<file path="src/rtl/eth_frame_pattern_mem_arbiter.sv">
// Two-requester arbiter in front of one pattern memory port, plus a zero-fill
// clear engine. Round-robin between s0 and s1; a pending clear wins over
// both once any in-flight transaction has been acknowledged.
module eth_frame_pattern_mem_arbiter #(
    parameter int C_AXI_WIDTH  = 32,
    parameter int C_ADDR_WIDTH = 11,
    parameter int C_MEM_DEPTH  = 2048
) (
    input  logic                    clk,
    input  logic                    rst_n,
    input  logic                    s0_req,
    input  logic                    s0_we,
    input  logic [C_ADDR_WIDTH-1:0] s0_addr,
    input  logic [C_AXI_WIDTH-1:0]  s0_wdata,
    output logic                    s0_ack,
    output logic [C_AXI_WIDTH-1:0]  s0_rdata,
    input  logic                    s1_req,
    input  logic                    s1_we,
    input  logic [C_ADDR_WIDTH-1:0] s1_addr,
    input  logic [C_AXI_WIDTH-1:0]  s1_wdata,
    output logic                    s1_ack,
    output logic [C_AXI_WIDTH-1:0]  s1_rdata,
    input  logic                    clear_start,
    output logic                    clear_busy,
    output logic                    clear_done,
    output logic                    mem_req,
    output logic                    mem_we,
    output logic [C_ADDR_WIDTH-1:0] mem_addr,
    output logic [C_AXI_WIDTH-1:0]  mem_wdata,
    input  logic                    mem_ack,
    input  logic [C_AXI_WIDTH-1:0]  mem_rdata
);

    typedef enum logic [2:0] {
        ST_IDLE,
        ST_GNT0,
        ST_GNT1,
        ST_RSP0,
        ST_RSP1,
        ST_CLR
    } state_t;

    localparam logic [C_ADDR_WIDTH-1:0] LAST_ADDR = C_ADDR_WIDTH'(C_MEM_DEPTH - 1);

    state_t                    state_reg, state_next;
    logic                      last_grant_reg;
    logic                      clear_pending_reg;
    logic                      clear_busy_reg;
    logic                      clear_done_reg;
    logic [C_ADDR_WIDTH-1:0]   clr_cnt_reg;
    logic                      mem_req_reg;
    logic                      mem_we_reg;
    logic [C_ADDR_WIDTH-1:0]   mem_addr_reg;
    logic [C_AXI_WIDTH-1:0]    mem_wdata_reg;

    // Requester-side inputs gathered into indexable form
    logic [1:0]                req_vec;
    logic [1:0]                we_vec;
    logic [C_ADDR_WIDTH-1:0]   addr_arr  [2];
    logic [C_AXI_WIDTH-1:0]    wdata_arr [2];
    logic [1:0]                in_gnt;
    logic                      grant_sel;
    logic                      mem_done;

    assign req_vec      = {s1_req, s0_req};
    assign we_vec       = {s1_we, s0_we};
    assign addr_arr[0]  = s0_addr;
    assign addr_arr[1]  = s1_addr;
    assign wdata_arr[0] = s0_wdata;
    assign wdata_arr[1] = s1_wdata;
    assign in_gnt       = {state_reg == ST_GNT1, state_reg == ST_GNT0};
    // An ack only counts while we actually have a request outstanding
    assign mem_done     = mem_ack & mem_req_reg;
    assign grant_sel    = (state_next == ST_GNT1);

    // State register
    always_ff @(posedge clk or negedge rst_n) begin
        if (!rst_n) begin
            state_reg <= ST_IDLE;
        end else begin
            state_reg <= state_next;
        end
    end

    // Next-state: clear first, then single requester, ties to the one not granted last
    always_comb begin
        state_next = state_reg;
        case (state_reg)
            ST_IDLE: begin
                if (clear_pending_reg) begin
                    state_next = ST_CLR;
                end else if (req_vec == 2'b11) begin
                    state_next = last_grant_reg ? ST_GNT0 : ST_GNT1;
                end else if (req_vec[0]) begin
                    state_next = ST_GNT0;
                end else if (req_vec[1]) begin
                    state_next = ST_GNT1;
                end
            end
            ST_GNT0: if (mem_done) state_next = ST_RSP0;
            ST_GNT1: if (mem_done) state_next = ST_RSP1;
            ST_RSP0: state_next = ST_IDLE;
            ST_RSP1: state_next = ST_IDLE;
            ST_CLR:  if (mem_done && (clr_cnt_reg == LAST_ADDR)) state_next = ST_IDLE;
            default: state_next = ST_IDLE;
        endcase
    end

    // Memory-side request, round-robin pointer and clear engine bookkeeping
    always_ff @(posedge clk or negedge rst_n) begin
        if (!rst_n) begin
            last_grant_reg    <= 1'b1;
            clear_pending_reg <= 1'b0;
            clear_busy_reg    <= 1'b0;
            clear_done_reg    <= 1'b0;
            clr_cnt_reg       <= '0;
            mem_req_reg       <= 1'b0;
            mem_we_reg        <= 1'b0;
            mem_addr_reg      <= '0;
            mem_wdata_reg     <= '0;
        end else begin
            clear_done_reg <= 1'b0;
            if (clear_start && !clear_busy_reg) begin
                clear_pending_reg <= 1'b1;
                clear_busy_reg    <= 1'b1;
            end
            case (state_reg)
                ST_IDLE: begin
                    if (state_next == ST_CLR) begin
                        clear_pending_reg <= 1'b0;
                        mem_req_reg       <= 1'b1;
                        mem_we_reg        <= 1'b1;
                        mem_wdata_reg     <= '0;
                        mem_addr_reg      <= clr_cnt_reg;
                    end else if (state_next != ST_IDLE) begin
                        mem_req_reg    <= 1'b1;
                        mem_we_reg     <= we_vec[grant_sel];
                        mem_addr_reg   <= addr_arr[grant_sel];
                        mem_wdata_reg  <= wdata_arr[grant_sel];
                        last_grant_reg <= grant_sel;
                    end
                end
                ST_GNT0, ST_GNT1: begin
                    if (mem_done) mem_req_reg <= 1'b0;
                end
                ST_CLR: begin
                    // One idle cycle between words lets the memory see a fresh request
                    if (mem_done) begin
                        mem_req_reg <= 1'b0;
                        if (clr_cnt_reg == LAST_ADDR) begin
                            clr_cnt_reg    <= '0;
                            clear_busy_reg <= 1'b0;
                            clear_done_reg <= 1'b1;
                        end else begin
                            clr_cnt_reg <= clr_cnt_reg + 1'b1;
                        end
                    end else if (!mem_req_reg) begin
                        mem_req_reg  <= 1'b1;
                        mem_addr_reg <= clr_cnt_reg;
                    end
                end
                default: ;
            endcase
        end
    end

    // Per-requester ack pulse and held read data
    genvar gi;
    generate
        for (gi = 0; gi < 2; gi++) begin : gen_rsp
            logic                   ack_reg;
            logic [C_AXI_WIDTH-1:0] rdata_reg;

            // Capture read data and raise ack together on the granted requester's completion
            always_ff @(posedge clk or negedge rst_n) begin
                if (!rst_n) begin
                    ack_reg   <= 1'b0;
                    rdata_reg <= '0;
                end else begin
                    ack_reg <= in_gnt[gi] & mem_done;
                    if (in_gnt[gi] && mem_done) rdata_reg <= mem_rdata;
                end
            end
        end
    endgenerate

    assign s0_ack     = gen_rsp[0].ack_reg;
    assign s0_rdata   = gen_rsp[0].rdata_reg;
    assign s1_ack     = gen_rsp[1].ack_reg;
    assign s1_rdata   = gen_rsp[1].rdata_reg;
    assign clear_busy = clear_busy_reg;
    assign clear_done = clear_done_reg;
    assign mem_req    = mem_req_reg;
    assign mem_we     = mem_we_reg;
    assign mem_addr   = mem_addr_reg;
    assign mem_wdata  = mem_wdata_reg;

endmodule

</file>
<file path="config.mk">
export PLATFORM = sky130hd
export DESIGN_NAME = eth_frame_pattern_mem_arbiter
export DESIGN_NICKNAME = d
export VERILOG_FILES = /design/src/rtl/eth_frame_pattern_mem_arbiter.sv
export SDC_FILE = /design/constraint.sdc
export NUM_CORES = 1
export LEC_CHECK = 0
export ABC_AREA = 1
export BUFFER_PORTS_ARGS = -buffer_cell sky130_fd_sc_hd__buf_4
export CORE_MARGIN = 1.5
export CORE_UTILIZATION = 52
export CTS_CLUSTER_DIAMETER = 40
export DETAILED_ROUTE_END_ITERATION = 8
export GPL_ROUTABILITY_DRIVEN = 0
export PLACE_DENSITY = 0.85
export SYNTH_ARGS = -nofsm -noshare
export SYNTH_HDL_FRONTEND = slang
export SYNTH_SLANG_ARGS = --single-unit
</file>
<file path="constraint.sdc">
create_clock -name clk -period 3.15 [get_ports clk]
set_input_delay 0.1575 -clock clk [delete_from_list [all_inputs] [get_ports clk]]
set_output_delay 0.1575 -clock clk [all_outputs]
set_load 0.02 [all_outputs]
</file>
== Word level (Yosys, flattened, before mapping) ==
Index checks and enable logic that the tools add are counted.

* Reduce and logical (&&, ||, !) cells: 16
* Bitwise logic cells: 5
* Magnitude comparators: 2
* Equal/unequal tests: 11
* Add/subtract/negate cells: 1
* Mux-type cells: 42

{| class="wikitable"
|+ Operator list
! operator !! number
|-
| two-way mux 32 bit || 5
|-
| two-way mux 11 bit || 8
|-
| case mux 11 bit (2 select lines) || 1
|-
| two-way mux 3 bit || 7
|-
| two-way mux 1 bit || 18
|-
| case mux 3 bit (4 select lines) || 1
|-
| adder 11 x 1 -> 11 bit (second input constant) || 1
|-
| == test 11 bit (second input constant) || 1
|-
| == test 3 x 2 -> 1 bit (second input constant) || 2
|-
| == test 3 bit (second input constant) || 2
|-
| != test 2 bit (second input constant) || 3
|-
| AND reduction 3 bit || 2
|-
| nonzero test 3 bit || 2
|-
| logical AND 1 bit || 4
|-
| AND reduction 2 bit || 2
|-
| AND reduction 4 bit || 1
|-
| nonzero test 2 bit || 2
|-
| bitwise AND 1 bit || 3
|-
| == test 3 x 1 -> 1 bit (second input constant) || 1
|-
| zero test 3 bit || 1
|-
| != test 3 bit (second input constant) || 1
|-
| case mux 1 bit (3 select lines) || 1
|-
| == test 2 bit (second input constant) || 1
|-
| greater-or-equal comparator 2 bit (second input constant) || 1
|-
| other kinds (6) || 6
|}

* Output and inout bits: 113
* Word-level logic and storage cells: 91
* Input bits: 126
* Register bits after elaboration: 129

== Longest topological paths before layout ==
Gate-level depths: netlist of run 1.

* Word-level depth: 13
* Depth in mapped cells: 14
* Mapped depth without buffers: 12

== Worst setup path before layout of run 1 ==
No wires, ideal clock.

* Path type: register -> register
* Start point: register mem_req_reg (netlist: mem_req)
* End point: register mem_addr_reg[10] (netlist: mem_addr[10])
* Required time: 3,033 ps
* Arrival: 1,676 ps
* Clock period less this slack: 1,793 ps
* Stages on the path, launching flop included: 12
* Path buffers: 2
* Path slack: 1,357 ps
* Cells stage by stage: dfrtp_1 > nand2_1 > inv_1 > nand4_2 > nand2_2 > nand4_2 > nand2_4 > buf_6 > nand2_2 > buf_6 > nand3_2 > nand2_1

* Longest elaborated chain between the ends: 12
* Elaborated cells between the ends (all ways): 20

{| class="wikitable"
|+ RTL lines
! item !! line !! source
|-
| from (decl) || 51 || <nowiki>logic mem_req_reg;</nowiki>
|-
| from (signal assigned) || 117 || <nowiki>mem_req_reg <= 1'b0;</nowiki>
|-
| from (signal assigned) || 131 || <nowiki>mem_req_reg <= 1'b1;</nowiki>
|-
| from (signal assigned) || 136 || <nowiki>mem_req_reg <= 1'b1;</nowiki>
|-
| bitwise AND 1 bit || 73 || <nowiki>assign mem_done = mem_ack & mem_req_reg;</nowiki>
|-
| logical AND 1 bit || 104 || <nowiki>ST_CLR: if (mem_done && (clr_cnt_reg == LAST_ADDR)) state_next = ST_IDLE;</nowiki>
|-
| two-way mux 3 bit || 104 ||
|-
| case mux 3 bit (4 select lines) || 88 || <nowiki>case (state_reg)</nowiki>
|-
| == test 3 x 2 -> 1 bit || 74 || <nowiki>assign grant_sel = (state_next == ST_GNT1);</nowiki>
|-
| NOT 1 -> 2 bit (not written as such) || 138 || <nowiki>mem_addr_reg <= addr_arr[grant_sel];</nowiki>
|-
| two-way mux 11 bit (not written as such) (3 in a row) || 138 ||
|-
| two-way mux 11 bit || 135 || <nowiki>end else if (state_next != ST_IDLE) begin</nowiki>
|-
| two-way mux 11 bit || 129 || <nowiki>if (state_next == ST_CLR) begin</nowiki>
|-
| case mux 11 bit (2 select lines) || 127 || <nowiki>case (state_reg)</nowiki>
|-
| to (signal assigned) || 134 || <nowiki>mem_addr_reg <= clr_cnt_reg;</nowiki>
|-
| to (signal assigned) || 138 ||
|-
| to (signal assigned) || 159 || <nowiki>mem_addr_reg <= clr_cnt_reg;</nowiki>
|-
| to (decl) || 53 || <nowiki>logic [C_ADDR_WIDTH-1:0] mem_addr_reg;</nowiki>
|}

Several ways; a longest one is shown, not always the timed one. The select of a mux whose other input is x is not followed.
A chain may end at the register's enable or synchronous reset.

== Worst setup path after layout of run 1 ==
* Start point: register mem_req_reg (netlist: mem_req)
* End point: register mem_wdata_reg[2] (netlist: mem_wdata[2])

* Longest elaborated chain between the ends: 11
* Elaborated cells between the ends (all ways): 17

{| class="wikitable"
|+ RTL lines
! item !! line !! source
|-
| bitwise AND 1 bit * || 73 ||
|-
| logical AND 1 bit || 104 ||
|-
| two-way mux 3 bit || 104 ||
|-
| case mux 3 bit (4 select lines) * || 88 ||
|-
| == test 3 x 2 -> 1 bit || 74 ||
|-
| NOT 1 -> 2 bit (not written as such) || 139 || <nowiki>mem_wdata_reg <= wdata_arr[grant_sel];</nowiki>
|-
| two-way mux 32 bit (not written as such) (3 in a row) || 139 ||
|-
| two-way mux 32 bit || 135 ||
|-
| two-way mux 32 bit || 129 ||
|-
| to (signal assigned) || 139 ||
|-
| to (decl) || 54 || <nowiki>logic [C_AXI_WIDTH-1:0] mem_wdata_reg;</nowiki>
|}

Every way passes the cells marked *; elsewhere a longest branch is shown, timed or not. The select of a mux whose other input is x is not followed.

==> results.txt, run 1 <==
----------------------------------------------------
[Run status]
  Run status ... finished clean

[Synthesis]
  Number of library cell types mapped by synthesis ... 31
  Syn nets ... 846
  Share of synthesized registers carrying an async set or reset ... 100%
  Seq cells post-synth ... 129
  Leading post-synthesis cells by instance count ... nand2_1, dfrtp_1, inv_1
  Sequential area share after synthesis ... 54.6%
  Post-synth top area share ... 54.2%
  Average cell area after synthesis ... 8.22 µm²
  Ranking of synthesized cells by area ... dfrtp_1, nand2_1, o21ai_0
  Area leader, netlist ... dfrtp_1
  Number of flops mapped to enable cells by yosys ... 0
  Cell count after synthesis ... 719
  Total of warnings raised by yosys ... 0
  Most used standard cell by instance count after synthesis ... nand2_1
  Top flip-flop cell by instance count after synthesis ... dfrtp_1
  Total standard cell area after synthesis ... 5910 µm²

[STA]
  Final worst path period share ... 77.6%
  Final setup vio count ... 0
  Highest clock frequency the design can meet ... 0.409 GHz
  Remaining max-slew budget at the tightest pin ... 41.5%
  Slew at the pin closest to its max-slew limit ... 0.877 ns
  Number of slew-limit violations in the final report ... 0
  Post-route setup TNS ... 0 ns
  RSZ-0062 raised after global routing ... false
  Clock Skews ... 0.00915 ns
  Post-route minimum period ... 2.44 ns
  Final Hold Fails ... 0

[Global routing]
  Global route total overflow ... 0
  Global-route wire length before repair ... 24900 µm
  Antenna violations before repair ... 0
  Maximum number of pins on one net before global-route repair ... 77
  Via count of the first global-routing pass ... 5144
  Global router's overall resource usage ... 27.2%

[Clock network]
  Clock Sink Count ... 129
  Clock slew seen by the registers of the worst setup and hold paths ... 0.05 ns
  TritonCTS clock tree ... built
  Max clock buf depth ... 2
  TritonCTS buffer count ... 17
  Post-CTS sizing ... 0
  Post-CTS setup buffer count ... 0
  Worst-Skew Late Latency ... 0.40 ns
  H-tree depth ... 4
  CTS root buffer ... clkbuf_16

[Floorplanning]
  Number of core rows ... 38
  Die outline height ... 110 µm
  Starting utilization of the core area ... 53.8%
  Horizontal extent of the die ... 110 µm
  Core box area ... 11000 µm²
  Die Area ... 12000 µm²
  Top-level port count ... 239

[Layout]
  Layout Utilization ... 75.6%
  Combined area of the multi-input logic cells ... 2130 µm²
  Combined flip-flop and latch cell area ... 3230 µm²
  Share of post-route cells with drive strength above 1 ... 32.4%
  Post-route non-filler standard cell count ... 1098
  N_diodes ... 0
  Final Net Count ... 1073
  Final design area excluding fillers ... 8300 µm²
  Filler Cell Count ... 820
  Area Overhead vs Synth ... 40.4%

[Placement]
  Instance area at placement ... 7710 µm²
  Buffers added on ports ... 238
  Placed Cells ... 1066
  Final HPWL DP ... 11400 µm

[Setup path]
  Largest driver fanout on the critical path ... 76
  Data arrival time of the worst path ... 2.78 ns
  Data required time at the worst endpoint ... 3.49 ns
  Setup CP Type ... reg -> reg
  Category of the worst setup path capture point ... flip-flop
  Worst reg-to-reg path cell count ... 12
  Startpoint type of the worst setup path ... flip-flop

[Job]
  Max-capacitance violation count ... 0

[Routing]
  Drt first pass iters ... 5
  Vias post-DR ... 5555
  Routed WL per cell ... 14.6 µm
  Routed via count divided by cell count ... 5.06
  Routed wire length ... 16100 µm
  Detailed Route Iter0 Violations ... 418
  Final ANT Viol Nets ... 0
  Total DRC errors in the routed layout ... 0

[Power]
  Power per cell area ... 1120 nW/µm²
  Worst vdd rail ir drop ... 0.589 mV
  Leakage power ... 0.00466 µW

[Min path]
  Number of cells on the worst hold path ... 3
  Worst hold path type ... in -> reg

----------------------------------------------------
==> metrics by stage <==
stage | worst slack, ns | hold slack (ns) | total power (µW)
4_1_cts | 0.747 | 0.0109 | 9330
5_1_grt | 0.440 | 0.0123 | 9970
3_5_place_dp | 0.771 | 0.186 | 7380
2_1_floorplan | 1.36 | -0.138 | 5880
6_report | 0.707 | 0.0188 | 9290
3_3_place_gp | 0.854 | 0.191 | 7270
==> cell families after synthesis <==
family                   synth area share [%]
AND/OR/NAND/NOR                          25.6
flip-flops                               54.6
XOR/XNOR                                0.296
buffers and inverters                    9.39
AO/OA/AOI/OAI                            9.88
adder cells (fa/ha/maj)                 0.212
==> layout by cell type, fill, tap and decap left out, drive strengths merged, types with 2 or more instances in the layout <==
cell type and instances:
clkinvlp 4, a21oi 11, buf 243, nor3 5, xor2 2, nand3 43
clkbuf 18, inv 90, nand4 13, nor2 27, bufinv 2, nand2 255
dfrtp 128, or2 2, clkinv 7, o21ai 101
==> final timing paths <==
kind | start | to | slack (ns)
min in group asynchronous | rst_n | mem_addr[1]$_DFFE_PN0P_ | 0.29
max in group asynchronous | rst_n | mem_wdata[3]$_DFFE_PN0P_ | 2.06
max | mem_req$_DFFE_PN0P_ | mem_wdata[2]$_DFFE_PN0P_ | 0.71
max reg2reg | mem_req$_DFFE_PN0P_ | mem_wdata[2]$_DFFE_PN0P_ | 0.71
min reg2reg | mem_wdata[24]$_DFFE_PN0P_ | mem_wdata[24]$_DFFE_PN0P_ | 0.48
min | clear_start | clear_busy$_DFF_PN0_ | 0.02
==> worst max-delay path: stages, from the launching register on <==
cell,delay [ns]
dfrtp_1,0.40
nand2_1,0.20
inv_1,0.11
nand2_2,0.08
nand2_1,0.07
inv_2,0.05
nand2_1,0.26
nand3_2,0.18
buf_4,0.57
nand2_1,0.15
o21ai_0,0.11
nand2_1,0.08
nand2_1,0.08
==> routing by layer <==
metal | share of wire, % | up-vias | track usage [%]
met5 | 0 | - | 0
met4 | 2.1 | 0 | 9.18
met3 | 9.8 | 27 | 9.90
met2 | 48 | 242 | 44.3
met1 | 40 | 2564 | 33.4
li1 | - | 2722 | -
==> repair_timing <==
item | 4_1_cts | 5_1_grt
setup endpoints to repair | 0 | 0
hold endpoints to repair | 40 | 0
hold buffers | 1 | 0
==> final cells by class <==
class / count / share of cell area (%)
clock inverter: 13 / 1.69
tap: 140 / 2.11
multi-input combinational: 464 / 25.7
timing repair buffer: 244 / 22.3
clock buffer: 18 / 5.29
inverter: 90 / 4.07
sequential: 129 / 38.9
==> where the power goes <==
group	switching [µW]	internal [µW]
clock network	715	1180
logic	2910	1670
registers	426	2390
total	4050	5230
No activity file was read; power rests on OpenSTA's default activity.
==> run 2, diff against run 1 <==
- ABC_AREA: 1 -> 0
- CORE_UTILIZATION: 52 -> 48
- PLACE_DENSITY: 0.85 -> 0.8
- clock period: 3.15 -> 2.5 ns (I/O delays scaled with it)
==> results.txt, run 2 <==
----------------------------------------------------
[Run status]
  Run status ... finished clean

[Setup path]
  Startpoint type of the worst setup path ... flip-flop
  Data required time at the worst endpoint ... 2.80 ns (-0.69 ns)
  Worst flop-to-flop path startpoint ... last_grant_reg$_DFFE_PN1P_
  Setup CP Type ... reg -> reg
  Worst reg-to-reg path cell count ... 5 (-7)
  Largest incremental delay on the critical path ... 0.54 ns (-0.03 ns)
  Data arrival time of the worst path ... 2.54 ns (-0.24 ns)
  CP cell instances ... nand2_1 -> a311oi_1 -> or3_1 -> o221ai_1 -> a22o_1
  R2r endpoint ... mem_addr[3]$_DFFE_PN0P_
  Slack of the worst reg-to-reg path ... 0.26 ns (-0.44 ns)
  Highest-delay cell along the critical path ... a311oi_1
  Largest driver fanout on the critical path ... 12 (-84%)
  Category of the worst setup path capture point ... flip-flop

[Power]
  Power per cell area ... 1350 nW/µm² (+20%)
  Worst vdd rail ir drop ... 1.09 mV (+84%)
  Leakage power ... 0.00417 µW (-11%)

[Floorplanning]
  Starting utilization of the core area ... 49.4% (-4.5 points)
  Die outline height ... 111 µm (+1.6%)
  Horizontal extent of the die ... 111 µm (+1.6%)
  Top-level port count ... 239 (unchanged)
  Core box area ... 11400 µm² (+4.0%)
  Die Area ... 12400 µm² (+3.2%)
  Number of core rows ... 39 (+2.6%)

[STA]
  Final Hold Fails ... 0 (unchanged)
  Clock Skews ... 0.00702 ns (-0.00214 ns)
  Slew at the pin closest to its max-slew limit ... 0.726 ns (-0.150 ns)
  Highest clock frequency the design can meet ... 0.447 GHz (+9.2%)
  Number of slew-limit violations in the final report ... 0 (unchanged)
  RSZ-0062 raised after global routing ... false
  Final setup vio count ... 0 (unchanged)
  Worst hold margin ... 0.000923 ns (-0.0179 ns)
  Remaining max-slew budget at the tightest pin ... 51.5% (+10 points)
  Post-route minimum period ... 2.24 ns (-0.206 ns)
  Final worst path period share ... 89.5% (+12 points)
  Post-route setup TNS ... 0 ns (unchanged)

[Clock network]
  Clock Sink Count ... 129 (unchanged)
  Clock slew seen by the registers of the worst setup and hold paths ... 0.06 ns (about the same)
  Post-CTS sizing ... 0 (unchanged)
  H-tree depth ... 4 (unchanged)
  Max clock buf depth ... 2 (unchanged)
  Worst-Skew Late Latency ... 0.42 ns (+0.02 ns)
  TritonCTS clock tree ... built
  TritonCTS buffer count ... 17 (unchanged)
  CTS root buffer ... clkbuf_16

[Routing]
  Drt first pass iters ... 4 (-1)
  Uppermost metal layer occupied by signal nets ... met4
  Vias post-DR ... 4853 (-13%)
  Total DRC errors in the routed layout ... 0 (unchanged)
  Met2 wire len ... 8520 µm (+9.4%)
  Detailed Route Iter0 Violations ... 298 (-29%)
  Routed via count divided by cell count ... 5.31 (+4.9%)
  Amount of wire on met3 after detailed routing ... 1370 µm (-12%)
  Routed WL per cell ... 18.3 µm (+25%)
  Routed wire length ... 16800 µm (+4.4%)
  Final ANT Viol Nets ... 0 (unchanged)
  Wire length on met1 ... 6430 µm (+1.1%)

[Min path]
  Worst min-delay path startpoint ... s0_wdata[3]
  Endpoint, Worst Hold ... mem_wdata[3]$_DFFE_PN0P_
  Number of cells on the worst hold path ... 3 (unchanged)
  Worst hold path type ... in -> reg

[Synthesis]
  Leading post-synthesis cells by instance count ... dfrtp_1, mux2_2, nand2_1
  Total standard cell area after synthesis ... 5640 µm² (-4.7%)
  Syn nets ... 591 (-30%)
  Average cell area after synthesis ... 12.1 µm² (+48%)
  Post-synth top area share ... 56.8% (+2.7 points)
  Most used standard cell by instance count after synthesis ... dfrtp_1
  Number of library cell types mapped by synthesis ... 39 (+26%)
  Ranking of synthesized cells by area ... dfrtp_1, mux2_2, mux2i_1
  Top flip-flop cell by instance count after synthesis ... dfrtp_1
  Number of flops mapped to enable cells by yosys ... 0 (unchanged)
  Total of warnings raised by yosys ... 0 (unchanged)
  Cell count after synthesis ... 464 (-35%)
  Sequential area share after synthesis ... 57.3% (+2.7 points)
  Seq cells post-synth ... 129 (unchanged)
  Share of synthesized registers carrying an async set or reset ... 100% (unchanged)
  Area leader, netlist ... dfrtp_1

[Global routing]
  Global route total overflow ... 0 (unchanged)
  Via count of the first global-routing pass ... 5536 (+7.6%)
  Global router's overall resource usage ... 28.1% (+0.94 points)
  Antenna violations before repair ... 0 (unchanged)
  Maximum number of pins on one net before global-route repair ... 130 (+69%)
  Global-route wire length before repair ... 27600 µm (+11%)

[Placement]
  Final HPWL DP ... 10700 µm (-6.3%)
  Buffers added on ports ... 238 (unchanged)

[Layout]
  N_diodes ... 0 (unchanged)
  Share of post-route cells with drive strength above 1 ... 46.2% (+14 points)
  Area Overhead vs Synth ... 55.0%
  Most common cell after layout, fill and taps aside ... buf_4
  Final Net Count ... 885 (-18%)
  Highest-count cells in the layout ignoring fill and taps ... buf_4, dfrtp_1, mux2_2, dlygate4sd3_1, nand2_1

[Job]
  Max-capacitance violation count ... 0 (unchanged)

----------------------------------------------------
==> run 2: cell count changes after synthesis, moves of 12 or more <==
cell,previous run,this run
a22o_1,0,12
inv_1,83,16
mux2_2,0,64
mux2i_1,0,32
nand2_1,251,51
nand3_1,32,8
o21ai_0,71,19
==> run 2: report_power, final <==
| part | internal, µW | switching (µW) |
|---|---|---|
| Clock | 1510 | 976 |
| Combinational | 2580 | 3050 |
| Sequential | 3040 | 605 |
==> run 2: timing repair <==
item / 4_1_cts / 5_1_grt
hold endpoints to repair: 207 / 0
hold buffers: 55 / 0
setup buffers: 0 / 0
==> run 2: cell families (layout without fill, tap and decap cells) <==
logic type | Yosys count | in the layout | share of synthesized area (%)
DFF | 129 | 129 | 57.3
AOI/OAI and AO/OA | 103 | 103 | 12.9
muxes | 96 | 96 | 18.5
and+or+nand+nor | 85 | 85 | 6.51
buffers and inverters | 44 | 351 | 3.62
xor gates and xnor gates | 6 | 6 | 0.933
adders and majority gates | 1 | 1 | 0.222
==> run 2: layout make-up <==
class / count / area, µm²
clock buffer: 18 / 439
clock inverter: 14 / 155
fill: 700 / 2680
inverter: 16 / 60.1
multi-input combinational: 291 / 2220
sequential: 129 / 3230
tap: 143 / 179
timing repair buffer: 303 / 2450
==> run 2: through the flow <==
step	utilization (%)	setup WS, ns	total power, µW	instances	cell area, µm²
finish	76.5	0.263	11800	914	8740
global route	76.5	0.0841	12400	914	8740
CTS	76.5	0.225	11800	914	8730
detailed placement	66.4	0.236	9170	827	7590
global placement	66.4	0.383	8950	827	7590
floorplan	-	0.385	6930	464	5640
==> run 2: routing by layer <==
| metal | track usage, % | vias to the layer above |
|---|---|---|
| met5 | 0 | - |
| met2 | 48.5 | 215 |
| met1 | 32.0 | 2347 |
| li1 | - | 2256 |
| met4 | 11.9 | 0 |
| met3 | 9.42 | 35 |
==> run 2: critical path, delay by kind of cell, from the launching register on <==
kind / cells / cell delay, ns
flops: 1 / 0.53
simple gates: 2 / 0.59
compound gates: 3 / 1.01
==> run 2: worst max path at each step <==
stage	end	slack [ns]	cells after the start	from
6_report	mem_addr[3]$_DFFE_PN0P_	0.26	5	last_grant_reg$_DFFE_PN1P_
3_5_place_dp	mem_addr[6]$_DFFE_PN0P_	0.24	5	last_grant_reg$_DFFE_PN1P_
2_1_floorplan	mem_addr[4]$_DFFE_PN0P_	0.38	7	mem_req$_DFFE_PN0P_
5_1_grt	mem_addr[3]$_DFFE_PN0P_	0.08	5	last_grant_reg$_DFFE_PN1P_
4_1_cts	mem_addr[6]$_DFFE_PN0P_	0.22	5	last_grant_reg$_DFFE_PN1P_
3_3_place_gp	mem_addr[8]$_DFFE_PN0P_	0.38	5	last_grant_reg$_DFFE_PN1P_
